[src/rtl/mc_ctrl_unit.sv]
// -----------------------------------------------------------------------------
// mc_ctrl_unit -- multi-cycle MIPS-style control unit.
//
// Sequences instruction fetch, decode, memory access, ALU execute, write-back,
// branch and jump through a Moore-style FSM. Memory states (IF/MRD/MWR) wait
// for MIO_ready. A watchdog counter moves the FSM to a sticky ERR state if
// MIO_ready stays low for TIMEOUT consecutive cycles. Only rst leaves ERR.
//
// Optional feature (macro MC_OVF_TRAP_EN):
//   When defined, signed overflow on R-type add/sub or addi diverts the FSM
//   from write-back to TRAP. TRAP loads the trap vector (PCSource=11) and
//   pulses trap for one cycle. When undefined, overflow is ignored and
//   trap is tied 0.
//
// Parameters:
//   TIMEOUT        maximum consecutive MIO_ready-low cycles in a memory state
//
// Ports:
//   clk            clock, rising edge
//   rst            synchronous active-high reset
//   MIO_ready      memory access completes this cycle
//   zero/overflow  ALU flags (zero is consumed by the datapath branch logic)
//   inst           instruction register; opcode [31:26], funct [5:0]
//   MemRead..CPU_MIO  1-bit datapath strobes and selects
//   RegDst, MemtoReg, ALUSrcB, PCSource  2-bit mux selects
//   ALU_operation  3-bit ALU opcode
//   state_out      current state code
//   bus_err        memory timeout flag (high while in ERR)
//   trap           one-cycle overflow trap pulse
// -----------------------------------------------------------------------------
module mc_ctrl_unit #(
  parameter int TIMEOUT = 16
) (
  input  logic        clk,
  input  logic        rst,
  input  logic        MIO_ready,
  input  logic        zero,
  input  logic        overflow,
  input  logic [31:0] inst,
  output logic        MemRead,
  output logic        MemWrite,
  output logic        IorD,
  output logic        IRWrite,
  output logic        RegWrite,
  output logic        ALUSrcA,
  output logic        PCWrite,
  output logic        PCWriteCond,
  output logic        Branch,
  output logic        CPU_MIO,
  output logic [1:0]  RegDst,
  output logic [1:0]  MemtoReg,
  output logic [1:0]  ALUSrcB,
  output logic [1:0]  PCSource,
  output logic [2:0]  ALU_operation,
  output logic [4:0]  state_out,
  output logic        bus_err,
  output logic        trap
);

  typedef enum logic [4:0] {
    S_IF   = 5'd0,
    S_ID   = 5'd1,
    S_MA   = 5'd2,
    S_MRD  = 5'd3,
    S_LWB  = 5'd4,
    S_MWR  = 5'd5,
    S_REX  = 5'd6,
    S_RWB  = 5'd7,
    S_BR   = 5'd8,
    S_JMP  = 5'd9,
    S_IEX  = 5'd10,
    S_IWB  = 5'd11,
    S_TRAP = 5'd12,
    S_ERR  = 5'd13
  } state_t;

  localparam logic [5:0] OP_RTYPE = 6'b000000;
  localparam logic [5:0] OP_LW    = 6'b100011;
  localparam logic [5:0] OP_SW    = 6'b101011;
  localparam logic [5:0] OP_BEQ   = 6'b000100;
  localparam logic [5:0] OP_BNE   = 6'b000101;
  localparam logic [5:0] OP_J     = 6'b000010;
  localparam logic [5:0] OP_ADDI  = 6'b001000;
  localparam logic [5:0] OP_ANDI  = 6'b001100;
  localparam logic [5:0] OP_ORI   = 6'b001101;
  localparam logic [5:0] OP_SLTI  = 6'b001010;

  localparam logic [5:0] FN_ADD = 6'b100000;
  localparam logic [5:0] FN_SUB = 6'b100010;
  localparam logic [5:0] FN_AND = 6'b100100;
  localparam logic [5:0] FN_OR  = 6'b100101;
  localparam logic [5:0] FN_SLT = 6'b101010;
  localparam logic [5:0] FN_NOR = 6'b100111;
  localparam logic [5:0] FN_XOR = 6'b100110;

  localparam logic [2:0] ALU_ADD = 3'b010;
  localparam logic [2:0] ALU_SUB = 3'b110;
  localparam logic [2:0] ALU_AND = 3'b000;
  localparam logic [2:0] ALU_OR  = 3'b001;
  localparam logic [2:0] ALU_SLT = 3'b111;
  localparam logic [2:0] ALU_NOR = 3'b100;
  localparam logic [2:0] ALU_XOR = 3'b011;

  // Counter only needs to reach TIMEOUT-1.
  localparam int CW = (TIMEOUT > 1) ? $clog2(TIMEOUT) : 1;
  localparam logic [CW-1:0] WAIT_LAST = CW'(TIMEOUT - 1);

  state_t        state_q, state_d;
  logic [CW-1:0] wait_q,  wait_d;

  logic [5:0] opcode;
  logic [5:0] funct;
  logic       mem_state;
  logic       timeout;

  assign opcode = inst[31:26];
  assign funct  = inst[5:0];

  // The memory states are the only ones the watchdog guards.
  assign mem_state = (state_q == S_IF) || (state_q == S_MRD) || (state_q == S_MWR);
  // Ready wins: timeout fires only when the access has not completed.
  assign timeout   = !MIO_ready && (wait_q == WAIT_LAST);

  // Only opcode/funct are decoded here; the datapath consumes zero and the rest of inst.
`ifdef MC_OVF_TRAP_EN
  logic unused_bits;
  assign unused_bits = ^{inst[25:6], zero};
`else
  logic unused_bits;
  assign unused_bits = ^{inst[25:6], zero, overflow};
`endif

  // ---------------------------------------------------------------------------
  // State register
  // ---------------------------------------------------------------------------
  // NOTE: sequential state uses non-blocking assignments so every register
  // samples the pre-edge value of its neighbours.
  always_ff @(posedge clk) begin
    if (rst) begin
      state_q <= S_IF;
      wait_q  <= '0;
    end else begin
      state_q <= state_d;
      wait_q  <= wait_d;
    end
  end

  // ---------------------------------------------------------------------------
  // Next-state logic
  // ---------------------------------------------------------------------------
  // NOTE: every combinational output gets a default first so no path leaves
  // it unassigned, which would otherwise infer a latch.
  always_comb begin
    state_d = state_q;
    case (state_q)
      S_IF: begin
        if (MIO_ready)    state_d = S_ID;
        else if (timeout) state_d = S_ERR;
      end
      S_ID: begin
        case (opcode)
          OP_RTYPE:                          state_d = S_REX;
          OP_LW, OP_SW:                      state_d = S_MA;
          OP_BEQ, OP_BNE:                    state_d = S_BR;
          OP_J:                              state_d = S_JMP;
          OP_ADDI, OP_ANDI, OP_ORI, OP_SLTI: state_d = S_IEX;
          default:                           state_d = S_IF;
        endcase
      end
      S_MA:  state_d = (opcode == OP_SW) ? S_MWR : S_MRD;
      S_MRD: begin
        if (MIO_ready)    state_d = S_LWB;
        else if (timeout) state_d = S_ERR;
      end
      S_MWR: begin
        if (MIO_ready)    state_d = S_IF;
        else if (timeout) state_d = S_ERR;
      end
      S_REX: begin
        state_d = S_RWB;
`ifdef MC_OVF_TRAP_EN
        if (overflow && ((funct == FN_ADD) || (funct == FN_SUB))) state_d = S_TRAP;
`endif
      end
      S_IEX: begin
        state_d = S_IWB;
`ifdef MC_OVF_TRAP_EN
        if (overflow && (opcode == OP_ADDI)) state_d = S_TRAP;
`endif
      end
      S_ERR:   state_d = S_ERR;
      default: state_d = S_IF;  // LWB, RWB, BR, JMP, IWB, TRAP
    endcase
  end

  // Wait counter restarts whenever the state changes and counts stalled cycles.
  always_comb begin
    wait_d = wait_q;
    if (state_d != state_q)          wait_d = '0;
    else if (mem_state && !MIO_ready) wait_d = wait_q + 1'b1;
  end

  // ---------------------------------------------------------------------------
  // Output decode
  // ---------------------------------------------------------------------------
  always_comb begin
    MemRead       = 1'b0;
    MemWrite      = 1'b0;
    IorD          = 1'b0;
    IRWrite       = 1'b0;
    RegWrite      = 1'b0;
    ALUSrcA       = 1'b0;
    PCWrite       = 1'b0;
    PCWriteCond   = 1'b0;
    Branch        = 1'b0;
    CPU_MIO       = 1'b0;
    RegDst        = 2'b00;
    MemtoReg      = 2'b00;
    ALUSrcB       = 2'b00;
    PCSource      = 2'b00;
    ALU_operation = 3'b000;
    bus_err       = 1'b0;
    trap          = 1'b0;
    case (state_q)
      S_IF: begin
        MemRead       = 1'b1;
        CPU_MIO       = 1'b1;
        ALUSrcB       = 2'b01;
        ALU_operation = ALU_ADD;
        IRWrite       = MIO_ready;
        PCWrite       = MIO_ready;
      end
      S_ID: begin
        ALUSrcB       = 2'b11;
        ALU_operation = ALU_ADD;
      end
      S_MA: begin
        ALUSrcA       = 1'b1;
        ALUSrcB       = 2'b10;
        ALU_operation = ALU_ADD;
      end
      S_MRD: begin
        MemRead = 1'b1;
        IorD    = 1'b1;
        CPU_MIO = 1'b1;
      end
      S_LWB: begin
        RegWrite = 1'b1;
        MemtoReg = 2'b01;
      end
      S_MWR: begin
        MemWrite = 1'b1;
        IorD     = 1'b1;
        CPU_MIO  = 1'b1;
      end
      S_REX: begin
        ALUSrcA = 1'b1;
        case (funct)
          FN_SUB:  ALU_operation = ALU_SUB;
          FN_AND:  ALU_operation = ALU_AND;
          FN_OR:   ALU_operation = ALU_OR;
          FN_SLT:  ALU_operation = ALU_SLT;
          FN_NOR:  ALU_operation = ALU_NOR;
          FN_XOR:  ALU_operation = ALU_XOR;
          default: ALU_operation = ALU_ADD;
        endcase
      end
      S_RWB: begin
        RegWrite = 1'b1;
        RegDst   = 2'b01;
      end
      S_BR: begin
        ALUSrcA       = 1'b1;
        ALU_operation = ALU_SUB;
        PCWriteCond   = 1'b1;
        PCSource      = 2'b01;
        Branch        = (opcode == OP_BEQ);
      end
      S_JMP: begin
        PCWrite  = 1'b1;
        PCSource = 2'b10;
      end
      S_IEX: begin
        ALUSrcA = 1'b1;
        ALUSrcB = 2'b10;
        case (opcode)
          OP_ANDI: ALU_operation = ALU_AND;
          OP_ORI:  ALU_operation = ALU_OR;
          OP_SLTI: ALU_operation = ALU_SLT;
          default: ALU_operation = ALU_ADD;
        endcase
      end
      S_IWB: begin
        RegWrite = 1'b1;
      end
      S_TRAP: begin
        PCWrite  = 1'b1;
        PCSource = 2'b11;
`ifdef MC_OVF_TRAP_EN
        trap     = 1'b1;
`endif
      end
      S_ERR: begin
        bus_err = 1'b1;
      end
      default: ;
    endcase
  end

  assign state_out = state_q;

endmodule

[config.mk]
export PLATFORM = sky130hd
export DESIGN_NAME = mc_ctrl_unit
export DESIGN_NICKNAME = d
export VERILOG_FILES = /design/src/rtl/mc_ctrl_unit.sv
export SDC_FILE = /design/constraint.sdc
export NUM_CORES = 1
export LEC_CHECK = 0
export ABC_AREA = 0
export BUFFER_PORTS_ARGS = -buffer_cell sky130_fd_sc_hd__buf_2
export CELL_PAD_IN_SITES_DETAIL_PLACEMENT = 1
export CELL_PAD_IN_SITES_GLOBAL_PLACEMENT = 1
export CORE_MARGIN = 2
export CORE_UTILIZATION = 32
export DETAILED_ROUTE_END_ITERATION = 6
export GPL_ROUTABILITY_DRIVEN = 0
export PLACE_DENSITY_LB_ADDON = 0.1
export SETUP_SLACK_MARGIN = 0.05
export SLEW_MARGIN = 20
export SYNTH_ARGS = -nofsm -noshare
export SYNTH_HDL_FRONTEND = slang
export SYNTH_SLANG_ARGS = --single-unit
[constraint.sdc]
create_clock -name clk -period 5.7 [get_ports clk]
set_clock_uncertainty 0.2 [all_clocks]
set_input_delay 1.14 -clock clk [delete_from_list [all_inputs] [get_ports clk]]
set_output_delay 1.14 -clock clk [all_outputs]
set_load 0.02 [all_outputs]
# Word-level counts from Yosys, hierarchy flattened
# Cells that the tools add are included.
[word_totals]
input_bits = 37
output_inout_bits = 28
regBits = 9
[classes]
muxes = 25
n_addsub = 1
n_eq_ne = 30
n_reduce_logical = 19
[ops]
columns = ["op", "count"]
rows = [
  ["6-bit == test (second input constant)", 8],
  ["5-bit one-hot mux with 8 select lines", 1],
  ["5-bit by 4-bit == test with 1-bit output (second input constant)", 6],
  ["6-bit by 4-bit == test with 1-bit output (second input constant)", 4],
  ["5-bit by 3-bit == test with 1-bit output (second input constant)", 4],
  ["5-bit two-way mux", 4],
  ["4-bit one-hot mux with 5 select lines", 1],
  ["3-bit one-hot mux with 6 select lines", 1],
  ["2-bit OR reduction", 7],
  ["6-bit by 3-bit == test with 1-bit output (second input constant)", 2],
  ["1-bit two-way mux", 12],
  ["2-bit one-hot mux with 3 select lines", 2],
  ["3-bit one-hot mux with 4 select lines", 1],
  ["5-bit by 2-bit == test with 1-bit output (second input constant)", 2],
  ["3-bit one-hot mux with 3 select lines", 1],
  ["3-bit OR reduction", 3],
  ["4-bit OR reduction", 2],
  ["6-bit by 2-bit == test with 1-bit output (second input constant)", 1],
  ["6-bit zero test", 1],
  ["5-bit by 1-bit == test with 1-bit output (second input constant)", 1],
  ["5-bit zero test", 1],
  ["5-bit inequality test", 1],
  ["4-bit by 1-bit adder with 4-bit output (second input constant)", 1],
  ["4-bit == test (second input constant)", 1],
  ["other kinds (5)", 7],
]

# Depth between registers and ports, before layout
# Gate-level depths: netlist of the first run.
[logic_depth]
ltp_word = 7
ltp_mapped = 7
depth_no_buf = 7

# Worst setup path after synthesis of the first run
# Ideal clock, no wire load.
[synth_path]
kind = "input to output"
start = "input inst[26]"
end = "output Branch"
n_path_buf = 0
slack_ps = 2022
arrival_time_ps = 2338
path_stages = 2
cell_sequence = "or4_1 nor4_1"
[synth_between]
elab_chain_cells = 2
[synth_rtl]
columns = ["item", "line", "source"]
rows = [
  ["from (decl)", "39", "input logic [31:0] inst,"],
  ["6-bit by 3-bit == test with 1-bit output", "277", "Branch = (opcode == OP_BEQ);"],
  ["1-bit two-way mux", "224", "case (state_q)"],
  ["to (decl)", "48", "output logic Branch,"],
]
# No other way between the ends.

# Final worst setup path of the first run
# Same ends and word-level chain as after synthesis.

==> results_dict.tcl, run 1 <==
set metrics [dict create \
    status "finished clean" \
    initial_utilization 0.338 \
    synthArstFlopShare 0 \
    use_met3 0.0158 \
    clk_pin_slew_ns 0.07 \
    fin_crit_sh 0.634 \
    total_power_uw 163 \
    use_met1 0.237 \
    grtUsageMet2 0.294 \
    max_slew_margin 0.470 \
    antenna_found_initial 0 \
    top_level_ports 65 \
    yosys-top-cells-area "dfxtp_1 16%, nor2_1 7.5%, nor4b_2 5.2%" \
    synth_area_mm2 0.00115 \
    layout-drive-gt1-share 0.280 \
    port-buffer-count 39 \
    insertion_delay_ns 0.26 \
    die_w_um 63.8 \
    hold_viol_final 0 \
    drt_wl_total_um 3480 \
    synth-edff-count 0 \
    drv_slew 0 \
    hold_class "reg2reg" \
    fin_worst_hold_slack_ns 0.394 \
    yosys_warnings 0 \
    worst_setup_path_end_kind "output pin" \
    setup_tns_ns 0 \
    ctsHoldBuffers 0 \
    layout.nets 232 \
    h-tree-depth 1 \
    core_mm2 0.00339 \
    track_usage 0.171 \
    synth_top_cell_by_area "dfxtp_1" \
    crit_top_cell "buf_2" \
    slowest_stage "or4_1" \
    diodes 0 \
    area_growth_pct 20.5 \
    clk_path_buf_depth 2 \
    syn-mean-instance-area_um2 7.25 \
    firstDrtPassIters 4 \
    rsz0062_at_grt "false" \
    crit_chain "buf_2 > or4_1 > nor4_1 > buf_2" \
    leakage_uw 0.000576 \
    post_cts_resized 0 \
    grt_overflow 0 \
    wire_per_inst_um 14.6 \
    setup_viol 0 \
    post-route-min-period_ns 3.61 \
    final_core_util 0.408 \
    preCtsSetupSlack_ns 2.09 \
    syn_inst 158 \
    grt-busiest-layer "met2" \
    yosysUniqueCellTypes 50 \
    ys.flop_type "dfxtp_1" \
    power_density_mw_per_mm2 118 \
    drtAntennaViolNets 0 \
    worstSetupPathType "in2out" \
    layout_setup_ws_ns 2.09 \
    fmax_ghz 0.277 \
    ys_seq_area_frac 0.157 \
    numCtsBuffers 3 \
    yosysTopAreaCellShare 0.157 \
    critPathMaxStageDelay_ns 0.59 \
    worst_pin_slew_ns 0.794 \
    fp-row-count 21 \
    cp.required_ns 4.36 \
    clkSinkCount 9 \
    drc_errors 0 \
    grt_pass1_wl_um 5860 \
    drt_iter0_drc 63 \
    dieHeight_um 63.8 \
    grt_max_degree 24 \
    root_buffer "clkbuf_4" \
    dp_hpwl_um 2780 \
    tritoncts "yes" \
    crit_arrival_ns 2.27 \
    grt_pass1_vias 1253 \
    cap_violations 0 \
    post-cts-setup-buffer-count 0 \
    yosys_register_bits 9 \
    startpoint_type "input port" \
    crit_path_max_fanout 8 \
    dieArea_mm2 0.00408 \
    ir_drop_v 0.0000799 \
    n_fill_cell 449 \
    routed_via_density 5.32 \
    vias 1271 \
]
cell usage after synthesis, drive strengths merged, types with 2 or more instances:
cell	number
or4	2
nor4b	5
o21a	4
a21oi	7
nand4	4
o211a	2
or2	3
o211ai	2
nor3b	2
nand2b	6
xnor2	3
nand3	5
dfxtp	9
clkbuf	5
nor3	11
mux2i	3
or3	2
nor2	23
o31ai	3
buf	6
a31oi	5
nand2	12
nand3b	2
nor4	4
nor2b	6
inv	3
xor2	4
and3	3
cells in the final DEF, fill, tap and decap left out, types with 5 or more instances in the layout:
master    synthesis  final
nor2_1           23     23
nand2b_1          5      5
a21oi_1           7      7
nand2_1          12     12
nor2b_1           6      6
buf_2             2     39
nand3_1           5      5
nor3_1           10     10
dfxtp_1           9      9
per-stage QoR:
step / std cells / area [um2]
after floorplan: 161 / 1160
final: 239 / 1380
after CTS: 239 / 1380
after global routing: 239 / 1380
after global placement: 235 / 1360
after detailed placement: 235 / 1360
kinds of logic (layout without fill, tap and decap cells):
logic type,after synthesis,in the layout,synth area share
simple gates,92,92,0.463
other cells,1,4,0.00327
buf+inv,14,46,0.0579
compound gates,31,31,0.228
fa+ha+maj,1,1,0.0109
flops,9,9,0.157
mux,3,3,0.0262
xor+xnor,7,7,0.0535
worst max-delay path, delay by kind of cell:
kind / cells / cell delay (ns)
buf+inv: 2 / 0.36
simple gates: 2 / 0.77
registers in the layout, summed over array words and instances (netlist names):
register   count
state_out      5
wait_q         4
power by group:
part | leakage (uW) | internal (uW) | total, uW | switching, uW
sequential | 0.0000731 | 63.9 | 68.1 | 4.15
combinational | 0.000488 | 17.8 | 45.9 | 28.1
clock | 0.0000150 | 27.0 | 49.5 | 22.6
layer usage:
layer | share of wire | routed length [um]
met2 | 0.48 | 1660
met3 | 0.032 | 112
met1 | 0.49 | 1700
met4 | 0.0023 | 8
met5 | 0 | 0
path summary, 6_finish.rpt:
check | cells after the start | to | from | slack, ns
worst max-delay path | 4 | Branch | inst[26] | 2.09
worst min-delay path | 2 | wait_q[1] | wait_q[1] | 0.39
worst max register to register | 6 | wait_q[2] | state_out[2] | 3.10
worst min register to register | 2 | wait_q[1] | wait_q[1] | 0.39
cell type report:
class                      instances  area [um2]  area share
tap                               46        57.6      0.0417
timing repair buffer              39         195       0.141
clock buffer                       4        26.3      0.0190
sequential                         9         180       0.130
inverter                           3        11.3     0.00815
multi-input combinational        138         911       0.659
No activity file was read; power rests on OpenSTA's default activity.
==> run 2, diff against run 1 <==
Settings changed: CORE_UTILIZATION 32 to 30.
Clock period 5.7 ns to 3.79 ns, I/O delays scaled along.
==> run 2 against run 1 <==
  * Sequential share of layout area decreased by 0.40 points
  * Largest cell class unchanged
  * Highest routed layer unchanged
  * First-iteration DRC count is 7.9% lower
  * Power increased by 75%
  * Critical path depth grew 2
==> results_dict.tcl, run 2 (synthesis gave the netlist of run 1 again) <==
set metrics [dict create \
    status "finished clean" \
    power_density_mw_per_mm2 200 \
    hold_viol_final 0 \
    p_switching_uw 88.8 \
    wire_per_inst_um 14.8 \
    grt_max_degree 21 \
    ir_drop_v 0.000150 \
    crit_arrival_ns 2.02 \
    leakage_uw 0.000600 \
    pwr-share-seq 0.358 \
    ctsHoldBuffers 0 \
    initial_utilization 0.313 \
    top_level_ports 65 \
    hold_class "reg2reg" \
    cp.required_ns 2.83 \
    core_mm2 0.00366 \
    layout_common_cells "39 x buf_2, 23 x nor2_1, 12 x nand2_1" \
    insertion_delay_ns 0.24 \
    dieArea_mm2 0.00433 \
    r2r_end "wait_q[3]" \
    switching_share 0.311 \
    r2r-start "state_out[0]" \
    area_growth_pct 24.3 \
    worstSetupPathType "reg2out" \
    fmax_ghz 0.336 \
    track_usage 0.180 \
    setup_tns_ns 0 \
    post-route-min-period_ns 2.98 \
    tritoncts "yes" \
    startpoint_type "flop" \
    slowest_stage "dfxtp_1" \
    worst_pin_slew_ns 0.682 \
    hold_depth 2 \
    numCtsBuffers 3 \
    r2r_setup_slack_ns 1.35 \
    crit_chain "nor2_1 > nand2_1 > nor3_1 > nand3_1 > o311ai_1 > buf_2" \
    max_slew_margin 0.545 \
    hold_start "wait_q[0]" \
    clk_pin_slew_ns 0.05 \
    grt_pass1_wl_um 6110 \
    routed_via_density 5.30 \
    setup_viol 0 \
    crit_path_max_fanout 16 \
    drt_iter0_drc 58 \
    clk_path_buf_depth 2 \
    layout_commonest_cell "buf_2" \
    post-cts-setup-buffer-count 0 \
    p_int_uw 197 \
    clkSinkCount 9 \
    p_comb_frac 0.242 \
    dieHeight_um 65.8 \
    cap_violations 0 \
    post_cts_resized 0 \
    grt_overflow 0 \
    fp-row-count 22 \
    largest_register_ffs 5 \
    drt_wl_total_um 3620 \
    clkPwrFrac 0.399 \
    preCtsSetupSlack_ns 0.953 \
    layout-drive-gt1-share 0.291 \
    worst_setup_path_end_kind "output pin" \
    drv_slew 0 \
    critPathMaxStageDelay_ns 0.46 \
    fin_crit_sh 0.786 \
    firstDrtPassIters 4 \
    layout.nets 235 \
    antenna_found_initial 0 \
    holdPathEnd "wait_q[0]" \
    drc_errors 0 \
    rsz0062_at_grt "false" \
    root_buffer "clkbuf_8" \
    port-buffer-count 39 \
    h-tree-depth 1 \
    dp_hpwl_um 2840 \
    layout_setup_ws_ns 0.810 \
    drtAntennaViolNets 0 \
    diodes 0 \
    reg2reg_depth 6 \
    vias 1294 \
    die_w_um 65.8 \
    grt_pass1_vias 1313 \
]
[run 2: cell types whose count changed in the layout (fill, tap and decap cells not counted)]
cell      previous run  this run
clkbuf_4             3         0
buf_4                0         3
clkbuf_8             0         3
[run 2: how the worst max path moves through the flow]
| stage | slack (ns) | endpoint | from |
|---|---|---|---|
| finish | 0.81 | ALU_operation[2] | state_out[4] |
| global route | 0.61 | ALU_operation[2] | state_out[4] |
| CTS | 0.75 | ALU_operation[2] | state_out[4] |
| detailed placement | 0.95 | Branch | inst[26] |
| global placement | 0.96 | Branch | inst[26] |
| floorplan | 0.88 | Branch | inst[26] |
[run 2: final cells by class]
cell class	count	area (um2)
Multi-Input combinational cell	138	911
Clock buffer	4	45.0
Fill cell	485	2240
Tap cell	48	60.1
Sequential cell	9	180
Inverter	3	11.3
Timing Repair Buffer	42	218
[run 2: critical path: cells and delay by family (launching register included)]
family | cells | cell delay [ns]
and+or+nand+nor | 4 | 1.04
buffers and inverters | 1 | 0.20
AOI/OAI and AO/OA | 1 | 0.08
DFF | 1 | 0.46
[run 2: layer usage]
| metal | GRT usage | part of all wire | vias up |
|---|---|---|---|
| met4 | 0.0651 | 0.013 | 0 |
| met1 | 0.226 | 0.46 | 605 |
| li1 | - | - | 659 |
| met5 | 0 | 0 | - |
| met3 | 0.0239 | 0.036 | 5 |
| met2 | 0.312 | 0.49 | 25 |
[run 2: power groups by stage]
stage / sequential, uW / clock (uW) / combinational, uW
after CTS: 102 / 116 / 69.7
after global routing: 103 / 121 / 76.7
after global placement: 104 / 0 / 67.4
after floorplan: 101 / 0 / 47.6
final: 102 / 114 / 69.3
after detailed placement: 104 / 0 / 69.1
[run 2: metrics by stage]
step                      cells   util  hold WS, ns  total power, uW  area, um2
after CTS                   244  0.389        0.417              288       1430
after floorplan             161      -        0.363              149       1160
after global placement      240  0.377        0.378              171       1380
final                       244  0.389        0.431              286       1430
after detailed placement    240  0.377        0.407              173       1380
after global routing        244  0.389        0.451              301       1430
==> run 3, diff against run 2 <==
Clock period 3.79 ns to 2.77 ns, I/O delays scaled along.
==> run 3 against run 2 <==
  * Wire length grew 1.2%
  * First-iteration DRC count shrank 55%
  * Clock power grew 38%
  * Sequential share of layout area shrank 0.46 points
  * Global-route usage grew 0.44 points
  * Final area grew 3.8%
  * Worst setup slack lost 0.55 ns
  * Cell count grew 2.9%
  * Sequential cell count is the same
  * Critical path depth shrank 1
  * Power grew 38%
  * Largest power group unchanged
  * Highest routed layer is now met3
==> results_dict.tcl, run 3 (synthesis gave the netlist of run 1 again) <==
set metrics [dict create \
    layout.nets 242 \
    drt_iter0_drc 26 \
    crit_arrival_ns 1.76 \
    drv_slew 0 \
    wl_met1_um 1690 \
    numCtsBuffers 3 \
    placed_area_mm2 0.00143 \
    grt_pass1_wl_um 6280 \
    vias 1310 \
    total_power_uw 395 \
    ir_drop_v 0.000203 \
    ctsHoldBuffers 0 \
    insertion_delay_ns 0.23 \
    post-route-min-period_ns 2.51 \
    drc_errors 0 \
    top_level_ports 65 \
    post_cts_resized 0 \
    startpoint_type "flop" \
    leakage_uw 0.000638 \
    clk_path_buf_depth 2 \
    grt_pass1_vias 1347 \
    wire_per_inst_um 14.6 \
    fin_area_mm2 0.00148 \
    dieHeight_um 65.8 \
    layout_common_cells "39 x buf_2, 23 x nor2_1, 12 x nand2_1" \
    dr_wl_met2_um 1870 \
    largest_register_ffs 5 \
    hold_class "in2reg" \
    tritoncts "yes" \
    worst_pin_slew_ns 0.532 \
    power_density_mw_per_mm2 267 \
    post-cts-setup-buffer-count 0 \
    routed_via_density 5.22 \
    rsz0062_at_grt "false" \
    cap_violations 0 \
    diodes 0 \
    dieArea_mm2 0.00433 \
    core_mm2 0.00366 \
    worst_setup_path_end_kind "output pin" \
    setup_tns_ns 0 \
    h-tree-depth 1 \
    clk_pin_slew_ns 0.05 \
    fin_worst_hold_slack_ns 0.359 \
    dr_wl_met3_um 109 \
    fp-row-count 22 \
    clkPwrFrac 0.397 \
    clkSinkCount 9 \
    multi_input_area_um2 911 \
    die_w_um 65.8 \
    n_fill_cell 486 \
    drt_wl_total_um 3660 \
    firstDrtPassIters 4 \
    grt_overflow 0 \
    track_usage 0.184 \
    drtAntennaViolNets 0 \
    dp_hpwl_um 3030 \
    status "finished clean" \
    crit_path_max_fanout 14 \
    top_layer "met3" \
    p_comb_frac 0.259 \
    layout-drive-gt1-share 0.320 \
    fmax_ghz 0.398 \
    pwr-share-seq 0.345 \
    antenna_found_initial 0 \
    setup_viol 0 \
    p_int_uw 270 \
    seq_area_um2 180 \
    fin_crit_sh 0.907 \
    worstSetupPathType "reg2out" \
    switching_share 0.316 \
    initial_utilization 0.313 \
    root_buffer "clkbuf_8" \
    hold_viol_final 0 \
    port-buffer-count 39 \
    layout_commonest_cell "buf_2" \
    grt_max_degree 17 \
    area_growth_pct 29.0 \
    p_switching_uw 125 \
    cp.required_ns 2.02 \
    max_slew_margin 0.645 \
]
## run 3: cell types whose count changed in the layout (fill, tap and decap cells not counted), sizes merged
cell	change
clkbuf	-1
buf	+7
clkinv	+1
## run 3: worst max-delay path, cell delays in order (launching register included)
cell      delay [ns]
dfxtp_1         0.62
nand2b_1        0.19
nor3_1          0.29
nand3_1         0.13
o311ai_1        0.08
buf_2           0.21
## run 3: worst paths after layout
| check | end | slack, ns | startpoint | cells past startpoint |
|---|---|---|---|---|
| hold reg to reg | wait_q[1] | 0.40 | wait_q[1] | 2 |
| setup reg to reg | wait_q[0] | 0.39 | state_out[2] | 6 |
| hold / removal | state_out[2] | 0.36 | rst | 2 |
| setup / recovery | ALU_operation[2] | 0.26 | state_out[1] | 5 |
## run 3: routing by layer
layer,vias up,track usage
met2,22,0.340
li1,667,-
met1,621,0.228
met3,0,0.0307
met4,0,0.0234
met5,-,0
## run 3: power groups by stage
| stage | Combinational, uW | Clock (uW) | Sequential (uW) |
|---|---|---|---|
| floorplan | 65.2 | 0 | 138 |
| global placement | 99.5 | 0 | 139 |
| detailed placement | 103 | 0 | 139 |
| CTS | 103 | 164 | 136 |
| global route | 114 | 170 | 137 |
| finish | 102 | 157 | 136 |
## run 3: final cells by class
| class | instances | area share |
|---|---|---|
| clock buffer | 3 | 0.0279 |
| clock inverter | 1 | 0.00338 |
| inverter | 3 | 0.00761 |
| multi-input combinational | 138 | 0.616 |
| sequential | 9 | 0.122 |
| tap | 48 | 0.0406 |
| timing repair buffer | 49 | 0.183 |
## run 3: metrics by stage
stage	std cells	setup WS (ns)	utilization
after global routing	251	0.0525	0.404
after global placement	247	0.249	0.391
after CTS	251	0.228	0.404
after floorplan	161	0.178	-
final	251	0.256	0.404
after detailed placement	247	0.180	0.391
